===== src/rtl/prog_loader.sv =====
// Serial program loader: assembles big-endian words from framed bytes, writes them
// into RAM port B, verifies an additive checksum and gates the CPU reset.
module prog_loader #(
    parameter logic [9:0]  BASE    = 10'd0,
    parameter logic [23:0] TIMEOUT = 24'd1000000
) (
    input  logic        clk,
    input  logic        rst,
    input  logic [7:0]  rxd,
    input  logic        rxv,
    output logic [9:0]  ab,
    output logic [15:0] dib,
    output logic        ceb,
    output logic        web,
    output logic        cpu_rst,
    output logic        done,
    output logic        err
);

    typedef enum logic [2:0] {
        S_IDLE, S_LENH, S_LENL, S_DHI, S_DLO, S_CSUM, S_DONE, S_ERR
    } state_t;

    state_t      state_q, state_d;
    logic [9:0]  addr_q, addr_d;
    logic [10:0] cnt_q, cnt_d;
    logic [7:0]  csum_q, csum_d;
    logic [7:0]  len_h_q, len_h_d;
    logic [7:0]  hi_q, hi_d;
    logic [23:0] tmo_q, tmo_d;
    logic [9:0]  ab_q, ab_d;
    logic [15:0] dib_q, dib_d;
    logic        ceb_q, ceb_d;
    logic        cpu_rst_q, cpu_rst_d;
    logic        done_q, done_d;
    logic        err_q, err_d;

    logic [15:0] len_w;
    logic [7:0]  csum_sum;
    logic        in_frame;

    always_comb begin
        state_d   = state_q;
        addr_d    = addr_q;
        cnt_d     = cnt_q;
        csum_d    = csum_q;
        len_h_d   = len_h_q;
        hi_d      = hi_q;
        tmo_d     = tmo_q;
        ab_d      = ab_q;
        dib_d     = dib_q;
        ceb_d     = 1'b0;
        cpu_rst_d = cpu_rst_q;
        done_d    = 1'b0;
        err_d     = err_q;
        len_w     = {len_h_q, rxd};
        csum_sum  = csum_q + rxd;
        in_frame  = state_q inside {S_LENH, S_LENL, S_DHI, S_DLO, S_CSUM};

        case (state_q)
            S_IDLE: begin
                tmo_d = 24'd0;
                if (rxv && rxd == 8'hA5) begin
                    state_d   = S_LENH;
                    cpu_rst_d = 1'b1;
                    err_d     = 1'b0;
                    addr_d    = BASE;
                    csum_d    = 8'd0;
                end
            end
            S_LENH: begin
                if (rxv) begin
                    len_h_d = rxd;
                    state_d = S_LENL;
                end
            end
            S_LENL: begin
                if (rxv) begin
                    if (len_w == 16'd0 || len_w > 16'd1024) begin
                        state_d = S_ERR;
                        err_d   = 1'b1;
                    end else begin
                        cnt_d   = len_w[10:0];
                        state_d = S_DHI;
                    end
                end
            end
            S_DHI: begin
                if (rxv) begin
                    hi_d    = rxd;
                    csum_d  = csum_sum;
                    state_d = S_DLO;
                end
            end
            S_DLO: begin
                if (rxv) begin
                    csum_d  = csum_sum;
                    ceb_d   = 1'b1;
                    ab_d    = addr_q;
                    dib_d   = {hi_q, rxd};
                    addr_d  = addr_q + 10'd1;
                    cnt_d   = cnt_q - 11'd1;
                    state_d = (cnt_q == 11'd1) ? S_CSUM : S_DHI;
                end
            end
            S_CSUM: begin
                if (rxv) begin
                    csum_d = csum_sum;
                    if (csum_sum == 8'd0) begin
                        state_d   = S_DONE;
                        done_d    = 1'b1;
                        cpu_rst_d = 1'b0;
                    end else begin
                        state_d = S_ERR;
                        err_d   = 1'b1;
                    end
                end
            end
            S_DONE, S_ERR: begin
                state_d = S_IDLE;
                tmo_d   = 24'd0;
            end
            default: state_d = S_IDLE;
        endcase

        // Inter-byte watchdog: only runs while a frame is open.
        if (in_frame) begin
            if (rxv) begin
                tmo_d = 24'd0;
            end else if (tmo_q == TIMEOUT - 24'd1) begin
                tmo_d   = 24'd0;
                state_d = S_ERR;
                err_d   = 1'b1;
            end else begin
                tmo_d = tmo_q + 24'd1;
            end
        end
    end

    always_ff @(posedge clk or posedge rst) begin
        if (rst) begin
            state_q   <= S_IDLE;
            addr_q    <= BASE;
            cnt_q     <= 11'd0;
            csum_q    <= 8'd0;
            len_h_q   <= 8'd0;
            hi_q      <= 8'd0;
            tmo_q     <= 24'd0;
            ab_q      <= BASE;
            dib_q     <= 16'd0;
            ceb_q     <= 1'b0;
            cpu_rst_q <= 1'b0;
            done_q    <= 1'b0;
            err_q     <= 1'b0;
        end else begin
            state_q   <= state_d;
            addr_q    <= addr_d;
            cnt_q     <= cnt_d;
            csum_q    <= csum_d;
            len_h_q   <= len_h_d;
            hi_q      <= hi_d;
            tmo_q     <= tmo_d;
            ab_q      <= ab_d;
            dib_q     <= dib_d;
            ceb_q     <= ceb_d;
            cpu_rst_q <= cpu_rst_d;
            done_q    <= done_d;
            err_q     <= err_d;
        end
    end

    assign ab      = ab_q;
    assign dib     = dib_q;
    assign ceb     = ceb_q;
    assign web     = ceb_q;
    assign cpu_rst = cpu_rst_q;
    assign done    = done_q;
    assign err     = err_q;

endmodule

===== config.mk =====
export PLATFORM = sky130hd
export DESIGN_NAME = prog_loader
export DESIGN_NICKNAME = d
export VERILOG_FILES = /design/src/rtl/prog_loader.sv
export SDC_FILE = /design/constraint.sdc
export NUM_CORES = 1
export LEC_CHECK = 0
export ABC_AREA = 0
export BUFFER_PORTS_ARGS = -buffer_cell sky130_fd_sc_hd__buf_2
export CORE_MARGIN = 2
export CORE_UTILIZATION = 60
export CTS_CLUSTER_SIZE = 16
export DETAILED_ROUTE_END_ITERATION = 10
export GPL_ROUTABILITY_DRIVEN = 1
export PLACE_DENSITY = 0.82
export SKIP_LAST_GASP = 1
export SLEW_MARGIN = 30
export SYNTH_ARGS = -nofsm -noshare
export SYNTH_HDL_FRONTEND = slang
export SYNTH_SLANG_ARGS = --single-unit

===== constraint.sdc =====
create_clock -name clk -period 3.5 [get_ports clk]
set_input_delay 0.175 -clock clk [delete_from_list [all_inputs] [get_ports clk]]
set_output_delay 0.175 -clock clk [all_outputs]
set_load 0.01 [all_outputs]

**Yosys cells after proc, flatten, opt, wreduce, memory -nomap -nowiden**

Index checks and enable logic that the tools add are counted.
W data, S select, Z words.

- Register bits: 102
- Output and inout bits: 31
- Word-level logic and storage cells: 101

- $add $sub $neg: 4
- Magnitude comparators: 1
- Eq/ne operators: 17
- Multiplexer cells: 45
- Reduce and logical (&&, ||, !) cells: 21

Operators with widths:

| kind | number |
|---|---|
| $mux W24 | 4 |
| $mux W11 | 3 |
| $mux W3 | 11 |
| $add A24 B1 Y24 const B | 1 |
| $eq A24 B20 Y1 const B | 1 |
| $pmux W11 S2 | 1 |
| $pmux W3 S7 | 1 |
| $mux W10 | 2 |
| $pmux W10 S2 | 1 |
| $mux W1 | 17 |
| $gt A16 B11 Y1 const B | 1 |
| $logic_not A16 Y1 | 1 |
| $mux W8 | 2 |
| $pmux W8 S2 | 1 |
| $eq A3 B3 Y1 const B | 4 |
| $eq A11 B1 Y1 const B | 1 |
| $sub A11 B1 Y11 const B | 1 |
| $add A10 B1 Y10 const B | 1 |
| $ne A2 B2 Y1 const B | 5 |
| $reduce_bool A2 Y1 | 5 |
| $add A8 B8 Y8 | 1 |
| $eq A8 B8 Y1 const B | 1 |
| $logic_not A8 Y1 | 1 |
| $reduce_and A4 Y1 | 2 |
| other kinds (13) | 19 |

**Depth between registers and ports, before layout**

- Depth after elaboration: 8
- Gate-level depth with buffers: 9

**Worst setup path after synthesis**

No wires, ideal clock.

- Path kind: reg-to-reg
- Start point: register csum_q[0]
- End point: register err_q, in the netlist err
- Setup time: 0.131 ns
- Data arrival time: 2.359 ns
- Data required time: 3.369 ns
- Slack: 1.010 ns
- Stages on the path, launching flop included: 7
- Period minus slack after synthesis: 2.490 ns
- Path through: dfrtp_1 ha_1 fa_1 or4_1 or4_1 nor4_1 o21ai_0

- Cells in the longest elaborated chain, start to end: 8

Ends and longest elaborated chain:

| item | RTL line | source |
|---|---|---|
| start, declared | 27 | `logic [7:0] csum_q, csum_d;` |
| start signal, assigned | 159 | `csum_q <= csum_d;` |
| $add A8 B8 Y8 (*) | 57 | `csum_sum = csum_q + rxd;` |
| $logic_not A8 Y1 (*) | 109 | `if (csum_sum == 8'd0) begin` |
| $mux W1 (*) | 109 |  |
| $mux W1 (*) | 107 | `if (rxv) begin` |
| $pmux W1 S3 (*) | 60 | `case (state_q)` |
| $mux W1 | 130 | `end else if (tmo_q == TIMEOUT - 24'd1) begin` |
| $mux W1 | 128 | `if (rxv) begin` |
| $mux W1 (*) | 127 | `if (in_frame) begin` |
| net err_d | 36 | `logic err_q, err_d;` |
| end signal, assigned | 168 | `err_q <= err_d;` |
| end, declared | 36 |  |

Mark *: on every way through the listed nets, which the timed path passes. The rest lies on a longest branch.
A chain may end at the register's enable or synchronous reset.

**Worst setup path in the final report**

- Start point: register csum_q[0]
- End point: register cpu_rst_q, in the netlist cpu_rst

- Cells in the longest elaborated chain, start to end: 4

Ends and longest elaborated chain:

| item | RTL line | source |
|---|---|---|
| $add A8 B8 Y8 | 57 |  |
| $logic_not A8 Y1 | 109 |  |
| $ne A2 B1 Y1 (no line) | - |  |
| $reduce_and A4 Y1 (no line) | - |  |
| end signal, assigned | 166 | `cpu_rst_q <= cpu_rst_d;` |
| end, declared | 34 | `logic cpu_rst_q, cpu_rst_d;` |

Every way passes these cells.

==> metrics <==
initial antenna violation count 0; Worst Setup SP csum_q[0]; Slew Limit Fails 0; port buffer count 41; post-placement worst setup slack a little over 800 ps; first-pass GRT wire length 17300 microns; clock share of power between 20% and 30%; number of synthesized flops with an enable pin 0; worst slew pin tran 676 ps; RSZ-0062 raised after global routing false; critical path's largest stage delay 590 ps; Max VDD drop 432 uV; DRC 0; Post-Synthesis Net Count 552; Post-synth top flop dfrtp_1; CP max-delay cell or4_1; Core Rows 33; kind of critical path flop to flop; highest clock rate 364 MHz; Critical Path Start Type flop; CTS max path bufs 2; worst rel slew slack 55.0%; Switching Share 36.6%; First DRT Iteration DRCs 273; Crit path arrival time 2980 ps; # IOs 42; skew final 13.1 ps; setup ws final 755 ps; critical path, cell by cell ha_1 > fa_1 > xor2_1 > or4_1 > or4_1 > nor4_1 > nor2_1; initial core utilization 61.6%; TritonCTS clock tree done; DRT antenna net count 0; Reg2Reg Setup Slack 760 ps; detailed placer's ending HPWL a little under 7000 microns; DR vias/cell 5.79; mapped cell area ~5000 sq um; Lkg Pwr 0.00257 uW; Setup TNS Final 0 ps; Tmin final roughly 2700 ps; # nets final 589; Worst Hold Class input pin to flop; Die X roughly 95 microns; die area 9090 sq um; ant diodes 0; Final Cycle Share 78.4%; HP Start rxd[0]; CTS sink count 102; Flop pwr share 47.0%; Yosys cell types 50; CP Data Required Time 3740 ps; post-CTS sizing 0; Synth async-reset ratio between 90% and 100%; end of the worst hold path dib[0]; worst skew pair latency 370 ps; Routed WL 10000 microns; #FFs+latches synth about 100; sequential fraction of the synthesis area between 50% and 60%; Routability Congestion 0.863; Critical Path Sink Type flop; Hold Vio Cnt, Final 0; Hold Crit Depth 3; reported net switching power roughly 1400 uW; Clock Tree Root clkbuf_8; die height 95.4 microns; Reg2Reg Depth 7; via count 3915; launch instance of the worst register-to-register path csum_q[0]; critical path peak fanout 3; status completed; Worst-path clk slew 100 ps; Num CTS Buffers 9; Layout area overhead 9.97%; max_cap viols 0; post-DR wirelength/cell 14.9 microns; GRT Overall Usage 24.1%; pwr dens about 700 nW/um^2; Util after Layout 67.7%; Core ar. 8130 sq um; CP most frequent cell or4_1; final non-filler cell total 676; DR pass1 iterations 4; grt total ovfl 0; Worst R2R End cpu_rst; number of global-route vias before repair 3670; Setup-failing EPs final 0; synthesized area per cell 9.47 sq um; warnings from Yosys 0; largest net degree at the start of global routing 56; Int Pwr about 2400 uW; Post-Syn Instances between 500 and 600; Inst Count DP 659; CTS H-tree depth 3; filler instances 633; Logic pwr share between 30 and 40%; layout cells sized above 1 14.9%
## cell usage after synthesis (5+ instances only)
master | instances | area (sq um)
nand2_1 | 115 | 432
dfrtp_1 | 102 | 2550
nor2_1 | 46 | 173
a21oi_1 | 30 | 150
o21ai_0 | 24 | 120
xor2_1 | 23 | 201
nand3_1 | 19 | 95.1
mux2_2 | 15 | 169
clkbuf_1 | 14 | 52.6
nor4_1 | 14 | 87.6
ha_1 | 11 | 138
inv_1 | 11 | 41.3
xnor2_1 | 9 | 78.8
a22o_1 | 8 | 70.1
nand4_1 | 8 | 50.1
nor3_1 | 6 | 30.0
or3_1 | 6 | 37.5
and3_1 | 5 | 31.3
and4_1 | 5 | 43.8
nor2b_1 | 5 | 31.3
o31ai_1 | 5 | 37.5
or4_1 | 5 | 37.5
## worst max-delay path by stage
stage | to | slack [ps] | depth (start not counted)
2_1_floorplan | ab[0] | 650 | 1
3_3_place_gp | cpu_rst | 910 | 6
3_5_place_dp | cpu_rst | 820 | 7
4_1_cts | cpu_rst | 780 | 7
5_1_grt | cpu_rst | 620 | 7
6_report | cpu_rst | 760 | 7
## registers in the layout, summed over array words and instances, names as in the netlist
| signal | flops |
|---|---|
| cpu_rst | 1 |
| ab | 10 |
| dib | 16 |
| err | 1 |
| tmo_q | 24 |
| done | 1 |
| addr_q | 10 |
| len_h_q | 8 |
| cnt_q | 11 |
| csum_q | 8 |
| hi_q | 8 |
| ceb | 1 |
| state_q | 3 |
## worst max-delay path: cells and delay by family (launching register included)
family	cells	cell delay, ps
simple gates	4	1380
fa+ha+maj	2	640
xor+xnor	1	180
flops	1	400
## final cells by class
cell class | count | area, sq um | share of cell area (%)
tap | 105 | 131 | 2.39
sequential | 102 | 2550 | 46.4
clock inverter | 5 | 65.1 | 1.18
inverter | 11 | 43.8 | 0.795
clock buffer | 11 | 141 | 2.57
timing repair buffer | 48 | 260 | 4.73
multi-input combinational | 394 | 2310 | 42.0
## power groups by stage
stage               Combinational, uW  Sequential (uW)  Clock (uW)
floorplan                         918             1770           0
global placement                 1190             1780           0
detailed placement               1230             1800           0
CTS                              1240             1780         786
global route                     1400             1830         831
finish                           1230             1780         778
## per-layer routing
layer | GRT usage [%] | up-vias | part of all wire, %
met1 | 34.6 | 1911 | 48
li1 | - | 1911 | -
met4 | 7.73 | 0 | 1.3
met5 | 0 | - | 0
met3 | 3.72 | 11 | 4.9
met2 | 37.8 | 82 | 46
## layout by cell type (no fill, tap or decap), types with 3 or more instances in the layout
master | netlist | routed
nor2_1 | 46 | 46
dfrtp_1 | 102 | 102
a21oi_1 | 30 | 30
a22o_1 | 8 | 8
buf_4 | 1 | 6
xor2_1 | 23 | 23
nand3_1 | 19 | 19
nand2b_1 | 4 | 4
nor2b_1 | 5 | 5
nand2_1 | 115 | 115
and4_1 | 5 | 5
xnor2_1 | 9 | 9
ha_1 | 11 | 11
nor3_1 | 6 | 6
o21ai_0 | 24 | 24
or3_1 | 6 | 6
inv_6 | 0 | 3
buf_2 | 4 | 41
nor4_1 | 14 | 14
and3_1 | 5 | 5
clkbuf_8 | 0 | 10
inv_1 | 11 | 10
o31ai_1 | 5 | 5
mux2_2 | 15 | 15
or4_1 | 5 | 5
nand4_1 | 8 | 8
nor4b_1 | 3 | 3
## kinds of logic (layout without fill, tap and decap cells)
logic type	after synthesis	in the layout	share of synthesized area, %
xor+xnor	32	32	5.60
fa+ha+maj	12	12	3.15
mux	15	15	3.37
flops	102	102	51.0
buf+inv	33	75	2.95
simple gates	253	253	23.9
compound gates	82	82	10.1
## what timing repair did
action | CTS | global route
buffers inserted | 0 | 0
hold buffers | 1 | 0
endpoints found under the hold margin | 53 | 0
## per-stage QoR
stage | area, sq um | hold WS (ps) | total power, uW
after CTS | 5510 | 84.7 | 3800
after global placement | 5290 | 321 | 2960
after detailed placement | 5290 | 335 | 3030
after global routing | 5510 | 94.3 | 4070
after floorplan | 5010 | 280 | 2690
final | 5510 | 91.9 | 3790
Power figures use the tool's default switching activity.
